<file path="src/rtl/interval_timer.sv">
// Countdown timer for the traffic-light FSM: loads one of three programmable
// intervals (seconds) and pulses expired once after counting it down on a 1 s tick.
module interval_timer #(
  parameter int         TICK_DIV = 100_000_000,
  parameter logic [3:0] BASE_DEF = 4'd6,
  parameter logic [3:0] EXT_DEF  = 4'd3,
  parameter logic [3:0] YEL_DEF  = 4'd2
) (
  input  logic       clk,
  input  logic       sys_reset_n,
  input  logic       start_timer,
  input  logic [1:0] interval_address,
  input  logic       prg_sync_in,
  input  logic [1:0] time_param_selector,
  input  logic [3:0] time_value,
  output logic       expired,
  output logic       busy,
  output logic [3:0] remaining
);

  localparam int             DIV_W   = $clog2(TICK_DIV);
  localparam logic [DIV_W-1:0] DIV_MAX = DIV_W'(TICK_DIV - 1);

  typedef enum logic {IDLE, COUNT} state_t;

  state_t           state_q, state_d;
  logic [DIV_W-1:0] divider, divider_d;
  logic [3:0]       remaining_d;
  logic             expired_d;
  logic [3:0]       base_len, ext_len, yel_len;
  logic [3:0]       load_val;
  logic             tick;

  // Programmable interval registers; zero writes are dropped so a load is never 0.
  always_ff @(posedge clk or negedge sys_reset_n) begin
    if (!sys_reset_n) begin
      base_len <= BASE_DEF;
      ext_len  <= EXT_DEF;
      yel_len  <= YEL_DEF;
    end else if (prg_sync_in) begin
      case (time_param_selector)
        2'b00: if (time_value != 4'd0) base_len <= time_value;
        2'b01: if (time_value != 4'd0) ext_len  <= time_value;
        2'b10: if (time_value != 4'd0) yel_len  <= time_value;
        default: begin
          base_len <= BASE_DEF;
          ext_len  <= EXT_DEF;
          yel_len  <= YEL_DEF;
        end
      endcase
    end
  end

  always_comb begin
    case (interval_address)
      2'b01:   load_val = ext_len;
      2'b10:   load_val = yel_len;
      default: load_val = base_len;
    endcase
  end

  assign tick = (state_q == COUNT) && (divider == DIV_MAX);

  always_ff @(posedge clk or negedge sys_reset_n) begin
    if (!sys_reset_n) begin
      state_q   <= IDLE;
      divider   <= '0;
      remaining <= 4'd0;
      expired   <= 1'b0;
    end else begin
      state_q   <= state_d;
      divider   <= divider_d;
      remaining <= remaining_d;
      expired   <= expired_d;
    end
  end

  // Start has priority over the tick, so a reload on the final tick suppresses expired.
  always_comb begin
    state_d     = state_q;
    divider_d   = '0;
    remaining_d = remaining;
    expired_d   = 1'b0;
    if (start_timer) begin
      state_d     = COUNT;
      remaining_d = load_val;
    end else if (state_q == COUNT) begin
      if (tick) begin
        if (remaining > 4'd1) begin
          remaining_d = remaining - 4'd1;
        end else begin
          remaining_d = 4'd0;
          expired_d   = 1'b1;
          state_d     = IDLE;
        end
      end else begin
        divider_d = divider + 1'b1;
      end
    end else begin
      remaining_d = 4'd0;
    end
  end

  assign busy = (state_q == COUNT);

endmodule

</file>
<file path="config.mk">
export PLATFORM = sky130hd
export DESIGN_NAME = interval_timer
export DESIGN_NICKNAME = d
export VERILOG_FILES = /design/src/rtl/interval_timer.sv
export SDC_FILE = /design/constraint.sdc
export NUM_CORES = 1
export LEC_CHECK = 0
export BUFFER_PORTS_ARGS = -buffer_cell sky130_fd_sc_hd__buf_2
export CORE_MARGIN = 2
export CORE_UTILIZATION = 55
export DETAILED_ROUTE_END_ITERATION = 6
export PLACE_DENSITY = 0.74
export SYNTH_ARGS = -nofsm -noshare
export SYNTH_HDL_FRONTEND = slang
export SYNTH_SLANG_ARGS = --single-unit
</file>
<file path="constraint.sdc">
create_clock -name clk -period 2.6 [get_ports clk]
set_input_delay 0.52 -clock clk [delete_from_list [all_inputs] [get_ports clk]]
set_output_delay 0.52 -clock clk [all_outputs]
set_load 0.02 [all_outputs]
</file>
# Word level (Yosys, flattened, before mapping)
# Index checks and enable logic that the tools add are counted.
[totals]
register_bits = 45
input_bits = 12
output_inout_bits = 6
[classes]
addsub = 2
n_lt_le_gt_ge = 1
n_eq_ne = 9
muxes = 20
bitwise = 3
reduce_logical = 9
[op_table]
columns = ["operator", "count"]
rows = [
  ["27-bit two-way mux", 3],
  ["4-bit case mux with 2 select lines", 4],
  ["27-bit by 1-bit adder with 27-bit output (second input constant)", 1],
  ["27-bit == test (second input constant)", 1],
  ["4-bit two-way mux", 5],
  ["3-bit AND reduction", 3],
  ["1-bit two-way mux", 8],
  ["2-bit inequality test (second input constant)", 3],
  ["2-bit OR reduction", 3],
  ["2-bit by 1-bit == test with 1-bit output (second input constant)", 2],
  ["2-bit == test (second input constant)", 2],
  ["4-bit by 1-bit > comparator with 1-bit output (second input constant)", 1],
  ["4-bit nonzero test", 1],
  ["4-bit by 1-bit subtractor with 4-bit output (second input constant)", 1],
  ["3-bit by 2-bit inequality test with 1-bit output (second input constant)", 1],
  ["1-bit NOT", 3],
  ["2-bit zero test", 1],
  ["1-bit logical AND", 1],
]

# Logic depth before layout (Yosys ltp)
[logic_depth]
ltp_word = 5
ltp_mapped = 7
ltp_nobuf = 7

# Least setup slack after synthesis
# OpenSTA, ideal clock, no wires.
[synth_timing]
path_kind = "reg2reg"
startpoint = "register divider[17]"
endpoint = "register remaining[3]"
setup_time_ns = 0.122
arrival_time_ns = 1.830
t_required_ns = 2.478
slack_ns = 0.649
path_stages_with_launch = 7
path_buffers = 1
cell_sequence = "dfrtp_1 -> or4b_4 -> nor4_4 -> and2_1 -> buf_6 -> nand3_1 -> a32o_1"
[synth_between]
elab_chain_cells = 3
[synth_rtl]
columns = ["element", "line_no", "rtl"]
rows = [
  ["from (decl)", "27", "logic [DIV_W-1:0] divider, divider_d;"],
  ["from (signal assigned)", "72", "divider <= divider_d;"],
  ["27-bit == test", "62", "assign tick = (state_q == COUNT) && (divider == DIV_MAX);"],
  ["1-bit logical AND", "62", ""],
  ["3-bit by 2-bit inequality test with 1-bit output (no source line)", "n/a", ""],
  ["to (signal assigned)", "73", "remaining <= remaining_d;"],
  ["to (decl)", "18", "output logic [3:0] remaining"],
]
# Every way passes these cells.
# A chain may end at the register's enable or synchronous reset.

# Final worst setup path
[layout_timing]
startpoint = "register divider[12]"
endpoint = "register remaining[3]"
# The elaborated chain is that of the path after synthesis.

==> metrics.cfg <==
[synth]
synth-seq-cells=45
async_flop_share_pct=100
yosysSeqAreaShare_pct=45.7
synthTopCellsByCount=dfrtp_1, nor2_1, nand2_1, nand3_1, inv_1
synth_top_area_share_pct=40.4
synth_edf_count=0
synth_area_mm2=0.00248
yosysUniqueCellTypes=52
yosysMostFrequentCell=dfrtp_1
avgSynthCellArea_um2=9.46
synth_ff_type=dfrtp_1
syn_nets=282
synth_area_leader_cell=dfrtp_1
yosys_warnings=0
synthCells=262
synth_area_leaders=dfrtp_1, dfstp_2, nor2_1

[floorplan]
rows=24
die_h_um=71.1
core_mm2=0.00435
initial_utilization_pct=56.9
chipWidth_um=71.1
num_io_pins=18
die_area_mm2=0.00506

[sta]
worst_clock_skew_ns=0.00277
slew_violations=0
min_period_over_period_pct=81.5
fin_ws_ns=0.481
finalCriticalPeriod_ns=2.12
hold_viol=0
setup-tns-final_ns=0
holdWs_ns=0.0901
finalSetupViolCount=0
rsz0062_at_grt=no
worst_pin_slew_ns=0.633
relSlewSlack_pct=57.4
fmax_ghz=0.472

[power_and_ir_drop]
powerDensity_mw_per_mm2=503
peakVddDrop_mv=0.330
power_mw=1.36
leakagePower_nw=1.21

[placement]
hpwl_mm=3.58
routabilityCongestion=1.03
postPlaceCellArea_mm2=0.00262
port_buffers=17
pre_cts_slack_ns=0.501

[clock_tree]
cts_buffers=5
htree_levels=2
post_cts_buffers=0
clkLatencyLatePin_ns=0.29
hold_buffers=0
cts_tree=done
root_buffer=clkbuf_8
cts.clk_slew.worst_paths_ns=0.08
cts_sinks=45
clock_path_buffers=2
postCtsResizedCells=0

[worst_setup_path]
start_kind=flop
crit_arrival_ns=2.30
crit_required_ns=2.78
r2r_cells=5
max_stage_delay_ns=0.55
cp_max_fo=7
crit_slowest_cell=or4b_4
crit_buf_inv=0
crit_type=reg2reg
cp.depth=5
crit_family=simple AND/OR/NAND/NOR gates
cp_cell_sequence=or4b_4 > nor4_4 > and2_1 > nand3_1 > a32o_1
critical_path.endpoint_type=flop

[route]
viasPerCell=5.77
drtIter0Drc=160
ant_nets=0
routedWlPerCell_um=14.2
drt_wl_total_mm=4.80
drt_pass1_iterations=4
num_vias=1951
post-route-drc-count=0

[layout]
area_growth_pct=9.09
fin_nets=305
drive_above_1_share_pct=15.0
fin_area_mm2=0.00270
n_antenna_cell=0

[global_route]
grt_pass1_vias=1737
grt_first_pass_wirelength_mm=8.09
antenna_found_initial=0
gr-total-overflow=0
grt.total_usage_pct=20.1
grt_max_degree=20

[hold_path]
hold_class=in2async

[status]
status=complete, no violations

[run]
cap_viol_max_count=0

-- metal layers --
metal,vias up,track usage [%],part of all wire (%)
met2,47,30.7,46
met1,927,29.0,49
met5,-,0,0
li1,973,-,-
met4,0,6.92,1.1
met3,4,3.42,4.2
-- cell families after synthesis --
family                   count (synthesis)  synth area share (%)
AO/OA/AOI/OAI                           42                  11.8
XOR/XNOR                                20                  7.07
adder cells (fa/ha/maj)                  8                  4.04
buffers and inverters                   21                  4.19
flip-flops                              45                  45.7
AND/OR/NAND/NOR                        126                  27.2
-- per-stage QoR --
step,instances,util [%]
after floorplan,262,-
after global placement,330,60.2
after detailed placement,330,60.2
after CTS,338,62.1
after global routing,338,62.1
final,338,62.1
-- path summary, 6_finish.rpt --
kind	from	endpoint	slack, ns
worst max register to register	divider[12]	remaining[3]	0.48
worst min register to register	yel_len[0]	yel_len[0]	0.49
max in group asynchronous	sys_reset_n	ext_len[0]	1.93
worst max-delay path	divider[12]	remaining[3]	0.48
min in group clk	time_value[1]	ext_len[1]	0.48
worst min-delay path	sys_reset_n	remaining[2]	0.09
-- state kept, by name, summed over array words and instances, names as in the netlist --
name and flops:
busy 1, base_len 4, divider 27, yel_len 4
ext_len 4, expired 1, remaining 4
-- cells in the final DEF (no fill, tap or decap), types with 4 or more instances in the layout --
cell,synthesis,final
nor2_1,33,33
xnor2_1,8,8
dfstp_2,5,5
clkbuf_8,0,5
inv_1,14,14
nand4b_1,4,4
xor2_1,12,12
o21ai_0,11,11
nand2b_1,4,4
nor3_1,6,6
nand4_1,7,7
a21oi_1,6,6
buf_2,2,17
nand2_1,27,27
ha_1,8,8
nand3_1,15,15
dfrtp_1,40,40
and3_1,6,6
buf_4,2,6
-- final cells by class --
type,count,area (µm²)
sequential,45,1130
timing repair buffer,23,130
clock inverter,1,5.00
fill,380,1650
multi-input combinational,196,1240
inverter,14,52.6
tap,52,65.1
clock buffer,7,76.3
-- report_power, final --
group | switching (mW) | total [mW] | internal (mW) | leakage [nW]
combinational | 0.110 | 0.179 | 0.0696 | 0.576
clock | 0.224 | 0.413 | 0.189 | 0.0422
sequential | 0.0289 | 0.767 | 0.738 | 0.595
No activity file was read; power rests on OpenSTA's default activity.
